[src/rtl/uart_tx_fifo.sv]
// uart_tx_fifo
// Transmit buffer sitting between the CPU bus and a UART transmitter.
// The CPU queues bytes into a FIFO without having to poll the transmitter.
// A small sequencer hands the bytes to the transmitter one at a time.
// An interrupt pulse is raised once the queue has fully drained.
//
// Ports
//   i_clk        system clock
//   i_reset      synchronous active-high reset
//   i_addr       0 = data/level register, 1 = status/control register
//   i_dat        bus write data
//   o_dat        bus read data (combinational)
//                  addr0 = count
//                  addr1 = {4'b0, overflow, full, empty, tx busy}
//   i_we, i_cyc  bus write enable / cycle valid
//   o_int        one-cycle pulse when the last queued byte finishes transmitting
//   o_tx_dat     byte presented to the transmitter (registered)
//   o_tx_we      transmitter write strobe, one cycle per byte
//   o_tx_cyc     transmitter cycle valid (same as o_tx_we)
//   i_tx_status  transmitter status; bit0 = busy, other bits unused
module uart_tx_fifo #(
    parameter int DEPTH_LOG2 = 4
) (
    input  logic       i_clk,
    input  logic       i_reset,
    input  logic       i_addr,
    input  logic [7:0] i_dat,
    output logic [7:0] o_dat,
    input  logic       i_we,
    input  logic       i_cyc,
    output logic       o_int,
    output logic [7:0] o_tx_dat,
    output logic       o_tx_we,
    output logic       o_tx_cyc,
    input  logic [7:0] i_tx_status
);

    localparam int DEPTH = 2 ** DEPTH_LOG2;

    typedef enum logic [1:0] {
        ST_IDLE,
        ST_ISSUE,
        ST_WAIT_BUSY,
        ST_WAIT_DONE
    } state_t;

    state_t                r_state;
    logic [7:0]            r_mem [DEPTH];
    logic [DEPTH_LOG2-1:0] r_wr_ptr;
    logic [DEPTH_LOG2-1:0] r_rd_ptr;
    logic [DEPTH_LOG2:0]   r_count;
    logic                  r_overflow;
    logic                  r_int;
    logic                  r_tx_we;
    logic [7:0]            r_tx_dat;

    logic w_empty;
    logic w_full;
    logic w_push;
    logic w_push_ok;
    logic w_pop;
    logic w_clr;
    logic w_busy;
    logic w_unused_status;

    assign w_empty   = (r_count == '0);
    // count never exceeds DEPTH, so its MSB alone marks the full state
    assign w_full    = r_count[DEPTH_LOG2];
    assign w_push    = i_cyc & i_we & ~i_addr;
    // full is judged on the current count, so a pop in the same cycle
    // does not make room for this push
    assign w_push_ok = w_push & ~w_full;
    assign w_pop     = (r_state == ST_IDLE) & ~w_empty;
    assign w_clr     = i_cyc & i_we & i_addr & i_dat[0];
    assign w_busy    = i_tx_status[0];
    assign w_unused_status = ^i_tx_status[7:1];

    always_comb begin
        if (i_addr) begin
            o_dat = {4'b0, r_overflow, w_full, w_empty, w_busy};
        end else begin
            o_dat = 8'(r_count);
        end
    end

    // Storage: written only, no reset; the read happens at pop time in the sequencer
    always_ff @(posedge i_clk) begin
        if (w_push_ok) begin
            r_mem[r_wr_ptr] <= i_dat;
        end
    end

    always_ff @(posedge i_clk) begin
        if (i_reset) begin
            r_wr_ptr   <= '0;
            r_count    <= '0;
            r_overflow <= 1'b0;
        end else begin
            if (w_push_ok) begin
                r_wr_ptr <= r_wr_ptr + 1'b1;
            end
            if (w_push & w_full) begin
                r_overflow <= 1'b1;
            end else if (w_clr) begin
                r_overflow <= 1'b0;
            end
            case ({w_push_ok, w_pop})
                2'b10:   r_count <= r_count + 1'b1;
                2'b01:   r_count <= r_count - 1'b1;
                default: r_count <= r_count;
            endcase
        end
    end

    // Sequencer. The transmitter reports busy only a couple of cycles after
    // its write, so WAIT_BUSY holds off until busy is seen before WAIT_DONE
    // starts watching for it to fall again.
    always_ff @(posedge i_clk) begin
        if (i_reset) begin
            r_state  <= ST_IDLE;
            r_rd_ptr <= '0;
            r_int    <= 1'b0;
            r_tx_we  <= 1'b0;
            r_tx_dat <= 8'h00;
        end else begin
            r_int   <= 1'b0;
            r_tx_we <= 1'b0;
            case (r_state)
                ST_IDLE: begin
                    if (!w_empty) begin
                        r_state  <= ST_ISSUE;
                        r_tx_we  <= 1'b1;
                        r_tx_dat <= r_mem[r_rd_ptr];
                        r_rd_ptr <= r_rd_ptr + 1'b1;
                    end
                end
                ST_ISSUE: begin
                    r_state <= ST_WAIT_BUSY;
                end
                ST_WAIT_BUSY: begin
                    if (w_busy) begin
                        r_state <= ST_WAIT_DONE;
                    end
                end
                ST_WAIT_DONE: begin
                    if (!w_busy) begin
                        r_state <= ST_IDLE;
                        // a push landing this same cycle still counts as drained
                        r_int   <= w_empty;
                    end
                end
                default: r_state <= ST_IDLE;
            endcase
        end
    end

    assign o_int    = r_int;
    assign o_tx_we  = r_tx_we;
    assign o_tx_cyc = r_tx_we;
    assign o_tx_dat = r_tx_dat;

endmodule
[config.mk]
export PLATFORM = sky130hd
export DESIGN_NAME = uart_tx_fifo
export DESIGN_NICKNAME = d
export VERILOG_FILES = /design/src/rtl/uart_tx_fifo.sv
export SDC_FILE = /design/constraint.sdc
export NUM_CORES = 1
export LEC_CHECK = 0
export ABC_AREA = 1
export BUFFER_PORTS_ARGS = -buffer_cell sky130_fd_sc_hd__buf_2
export CAP_MARGIN = 10
export CORE_ASPECT_RATIO = 0.75
export CORE_MARGIN = 1
export CORE_UTILIZATION = 65
export CTS_CLUSTER_SIZE = 10
export DETAILED_ROUTE_END_ITERATION = 7
export MAX_ROUTING_LAYER = met4
export PLACE_DENSITY_LB_ADDON = 0.12
export SYNTH_ARGS = -nofsm -noshare
export SYNTH_HDL_FRONTEND = slang
export SYNTH_SLANG_ARGS = --single-unit
[constraint.sdc]
create_clock -name i_clk -period 3.3 [get_ports i_clk]
set_input_delay 0.165 -clock i_clk [delete_from_list [all_inputs] [get_ports i_clk]]
set_output_delay 0.165 -clock i_clk [all_outputs]
set_load 0.02 [all_outputs]
* Yosys cells after proc, flatten, opt, wreduce, memory -nomap -nowiden
Memories as Yosys holds them, arrays and structs flattened. A register that Yosys moved wholly into a read port is not among the register bits.
Index checks and enable logic that the tools add are counted.
** Storage, ports and cells
- Flip-flop bits (word level) :: 18
- Bits in writable memories :: 128
- Logic and storage cells :: 51
- Memories :: 1
** Cells by class
- Add/subtract/negate cells :: 4
- Eq/ne operators :: 8
- Mux-type cells :: 11
- Bitwise logic cells :: 12
- Reduce and logical (&&, ||, !) cells :: 8
** Memory list
- r_mem :: depth 16, bits a word 8, read ports 1, clocked after Yosys merged registers in 1, write ports 1, RTL line 48 : logic [7:0] r_mem [DEPTH];
** Operator list (number)
- 5-bit one-hot mux with 2 select lines :: 1
- 4-bit by 1-bit adder with 4-bit output, second input constant :: 2
- 2-bit one-hot mux with 4 select lines :: 1
- 1-bit AND :: 7
- 2-bit equality test, second input constant :: 3
- 2-bit 2-to-1 mux :: 3
- 2-bit inequality test, second input constant :: 3
- 5-bit by 1-bit adder with 5-bit output, second input constant :: 1
- 5-bit logical NOT :: 1
- 1-bit 2-to-1 mux :: 5
- 5-bit 2-to-1 mux :: 1
- 1-bit inverter :: 5
- 5-bit by 1-bit subtractor with 5-bit output, second input constant :: 1
- 2-bit by 1-bit equality test with 1-bit output, second input constant :: 2
- 2-bit nonzero test :: 2
- 3-bit AND reduction :: 1
- 3-bit OR reduction :: 1
- 2-bit logical NOT :: 1
- 2-bit AND reduction :: 1
- 2-bit OR reduction :: 1

* Longest topological paths before layout
- Word-level depth :: 5
- Depth in mapped cells :: 16
- Mapped depth without buffers :: 15

* Worst setup path before layout
No wires, ideal clock.
- Path type :: reg-to-reg
- From :: register r_state[0]
- To :: register r_count[4]
- Setup time :: 0.132 ns
- Arrival :: 1.918 ns
- Required time :: 3.168 ns
- Slack :: 1.250 ns
- Cell stages (with the launch flop) :: 17
- Buffers on the path :: 1
- Period minus slack after synthesis :: 2.050 ns
- Path through :: dfxtp_1 inv_1 ha_1 nand2_2 inv_2 buf_4 ha_1 xor2_1 ha_1 inv_1 nand2_1 nand3_1 nand2_1 nand2_1 nand2_1 nand2_1 a21oi_1
** On the way
- Longest elaborated chain between the ends :: 4
- Elaborated cells between the ends (all ways) :: 6
- Those cells by class :: 2 x eq/ne; 1 x mux; 1 x bitwise; 2 x reduce/logical
** Ends and longest elaborated chain
- from (decl) :: RTL line 47 : state_t r_state;
- from (signal assigned) :: RTL line 120 : r_state <= ST_IDLE;
- from (signal assigned) :: RTL line 131 : r_state <= ST_ISSUE;
- from (signal assigned) :: RTL line 138 : r_state <= ST_WAIT_BUSY;
- 2-bit logical NOT * :: RTL line 73 : assign w_pop = (r_state == ST_IDLE) & ~w_empty;
- 1-bit AND * :: RTL line 73
- net w_pop :: RTL line 61 : logic w_pop;
- 2-bit by 1-bit equality test with 1-bit output / 2-bit equality test (equally long branches) :: RTL line 107 : case ({w_push_ok, w_pop})
- 5-bit one-hot mux with 2 select lines / 2-bit nonzero test (equally long branches)
- to (signal assigned) :: RTL line 108 : 2'b10: r_count <= r_count + 1'b1;
- to (signal assigned) :: RTL line 109 : 2'b01: r_count <= r_count - 1'b1;
- to (signal assigned) :: RTL line 110 : default: r_count <= r_count;
- to (decl) :: RTL line 51 : logic [DEPTH_LOG2:0] r_count;
The timed path passes the listed nets; every way through them passes the cells marked *.
A chain may end at the register's enable or synchronous reset.

* Final worst setup path
- From :: register r_count[4]
- To :: register r_count[4]
** On the way
- Longest elaborated chain between the ends :: 5
- Elaborated cells between the ends (all ways) :: 11
- Those cells by class :: 2 x add/sub; 2 x eq/ne; 1 x mux; 4 x bitwise; 2 x reduce/logical
** Ends and longest elaborated chain
- branches (longest 5 deep; another with 5-bit by 1-bit subtractor with 5-bit output)
Parallel ways; which one is timed is not known.

==> impl_metrics.json <==
{
  "drv_cap": 0,
  "synth_seq_cells": 154,
  "ys_warn_count": 0,
  "fmax_mhz": 407,
  "io_pins": 40,
  "synth.area.top_cells": "edfxtp_1 (56%), nand2_1 (11%), dfxtp_1 (7.6%)",
  "r2r_slack_ps": 850,
  "cp_data_required_time_ps": 3650,
  "post_cts_resized": 0,
  "yosysMostFrequentCell": "nand2_1",
  "grt_remaining_overflow": 0,
  "tritoncts": "built",
  "finalInstanceArea_um2": 7620,
  "firstDrtPassIters": 6,
  "placement.cell_area_um2": 7020,
  "final_hold_viol_count": 0,
  "final.setup.tns_ps": 0,
  "cpPeakStageDelay_ps": 430,
  "r2r_cells": 15,
  "worstSetupEndpointType": "register",
  "postSynthAreaPerCell_um2": 9.64,
  "nets": 769,
  "clockBufferDepth": 2,
  "period_minus_slack_ps": 2450,
  "syn2layout_area_growth_pct": 10.7,
  "core_area_um2": 10300,
  "synth_top_cell_area_share": 0.558,
  "yosysUniqueCellTypes": 24,
  "totalPowerFinal_mw": 5.73,
  "drt_iter0_markers": 482,
  "tightestPinTransition_ps": 857,
  "final.period_utilization": 0.744,
  "cts_max_level": 4,
  "ant_nets": 0,
  "placementRows": 32,
  "clock_sinks": 154,
  "grt_pass1_wl_um": 23900,
  "drc": 0,
  "worstSkewPairLatency_ps": 420,
  "arrival_ps": 2810,
  "grt_max_degree": 67,
  "num_antenna_cells": 0,
  "drive_gt1_frac": 0.0975,
  "setup-violations-final": 0,
  "postCtsSetupRepairBufs": 0,
  "synthArstFlopShare": 0,
  "crit-reg2reg-launch": "r_count[4]$_SDFFE_PP0P_",
  "synth_common_cells": "nand2_1 (210), edfxtp_1 (128), nand3_1 (95)",
  "reg2reg_to": "r_count[4]$_SDFFE_PP0P_",
  "root_buffer": "clkbuf_16",
  "slew-limit-headroom": 0.426,
  "syn_inst": 714,
  "yosysSeqAreaShare": 0.634,
  "portBuffers": 29,
  "die_x_um": 121,
  "crit_chain": "inv_2, nand4_2, nand2_2, inv_2, ha_1, xor2_1, ha_1, inv_1, nand2_1, nand3_1, nand2_1, nand2_1, nand2_1, nand2_1, a21oi_1",
  "hp-start": "i_reset",
  "peakVddDrop_mv": 0.445,
  "crit_fanout": 22,
  "num_vias": 4840,
  "cts-buffers-inserted": 17,
  "post_drt_wl_per_cell_um": 17.1,
  "status": "complete, no violations",
  "wl_um": 15100,
  "hold_path_class": "input port to register",
  "antenna_found_initial": 0,
  "avgViaCountPerCell": 5.47,
  "track_usage": 0.305,
  "synth-main-ff-cell": "edfxtp_1",
  "crit_top_cell": "nand2_1",
  "die_y_um": 91.1,
  "dpl.hpwl_um": 9170,
  "synth_area_um2": 6880,
  "finalMaxSlewViolations": 0,
  "power_leakage_nw": 3.28,
  "hold_end": "r_overflow$_SDFFE_PP0P_",
  "cp-start-kind": "register",
  "yosys.area.top_type": "edfxtp_1",
  "pwr_density_cell_nw_per_um2": 753,
  "start_util": 0.669,
  "rsz0062_at_grt": "no",
  "die_area_um2": 11000,
  "gp_congestion": 0.952,
  "holdPathStages": 2,
  "synth-edff-count": 128,
  "slowest_stage": "dfxtp_1",
  "grt_pass1_vias": 4693,
  "clk_pin_slew_ps": 60,
  "critPathKind": "register to register",
  "fin_worst_skew_ps": 9.88,
  "ctsHoldBuffers": 1
}
-- worst max path at each step --
stage | from | endpoint | slack, ps | depth (start not counted)
CTS | r_count[4]$_SDFFE_PP0P_ | r_count[4]$_SDFFE_PP0P_ | 860 | 15
global route | r_count[4]$_SDFFE_PP0P_ | r_count[4]$_SDFFE_PP0P_ | 610 | 15
detailed placement | r_count[4]$_SDFFE_PP0P_ | r_count[4]$_SDFFE_PP0P_ | 910 | 15
finish | r_count[4]$_SDFFE_PP0P_ | r_count[4]$_SDFFE_PP0P_ | 850 | 15
floorplan | r_state[0]$_SDFFE_PP0P_ | r_count[4]$_SDFFE_PP0P_ | 1250 | 16
global placement | r_count[4]$_SDFFE_PP0P_ | r_count[4]$_SDFFE_PP0P_ | 1000 | 15
-- routing by layer --
| layer | wire length (um) | up-vias | global-route usage |
|---|---|---|---|
| met1 | 6600 | 2257 | 0.408 |
| met4 | 329 | 0 | 0.117 |
| li1 | - | 2342 | - |
| met5 | 0 | - | - |
| met2 | 6980 | 206 | 0.446 |
| met3 | 1190 | 35 | 0.0861 |
-- report_power, final --
part / total (mW) / internal [mW] / switching, mW / leakage (nW)
registers: 2.27 / 2.20 / 0.0666 / 1.37
logic: 1.56 / 0.470 / 1.09 / 1.62
clock network: 1.90 / 1.16 / 0.744 / 0.293
total: 5.73 / 3.83 / 1.90 / 3.28
-- final cells by class --
class / instances / area [um^2]
clock buffers: 27 / 558
clock inverters: 5 / 28.8
fillers: 708 / 2670
inverters: 100 / 375
well taps: 136 / 170
repair buffers: 35 / 193
flip-flops and latches: 154 / 4370
multi-input cells: 428 / 1930
-- critical path: cells and delay by family, from the launching register on --
kind / cells / cell delay, ps
AND/OR/NAND/NOR: 8 / 690
adder cells (fa/ha/maj): 2 / 510
buffers and inverters: 3 / 430
flip-flops: 1 / 430
XOR/XNOR: 1 / 210
AO/OA/AOI/OAI: 1 / 110
-- placed cells by master (no fill, tap or decap), types with 3 or more instances in the layout --
cell type	count
buf_2	29
o21ai_0	15
buf_4	5
nand2_1	210
nor3_1	3
clkbuf_16	20
conb_1	3
inv_2	4
nand3_1	95
ha_1	12
o21ai_1	9
edfxtp_1	128
a21oi_1	13
nor2_1	58
dfxtp_1	25
inv_1	94
clkinv_2	3
xor2_1	4
clkbuf_4	3
-- kinds of logic (layout without fill, tap and decap cells) --
kind of cell               count (synthesis)  count (layout)  synth area share
AOI/OAI and AO/OA                         39              39            0.0293
buffers and inverters                    134             167            0.0872
DFF                                      154             154             0.634
and+or+nand+nor                          370             370             0.222
xor gates and xnor gates                   4               4           0.00509
other                                      1               3          0.000545
adders and majority gates                 12              12            0.0218
-- through the flow --
step           hold WS [ps]  cells  worst slack, ps   util
6_report                124    885              845  0.740
5_1_grt                 126    885              609  0.740
4_1_cts                 110    885              861  0.740
3_5_place_dp            384    852              907  0.682
3_3_place_gp            381    852              995  0.682
2_1_floorplan           243    716             1250      -
-- registers in the layout, summed over array words and instances, names as in the netlist --
signal / cells
r_mem: 128
o_tx_dat: 8
r_count: 5
r_rd_ptr: 4
r_wr_ptr: 4
r_state: 2
o_int: 1
o_tx_cyc: 1
r_overflow: 1
No activity file was read; power rests on OpenSTA's default activity.
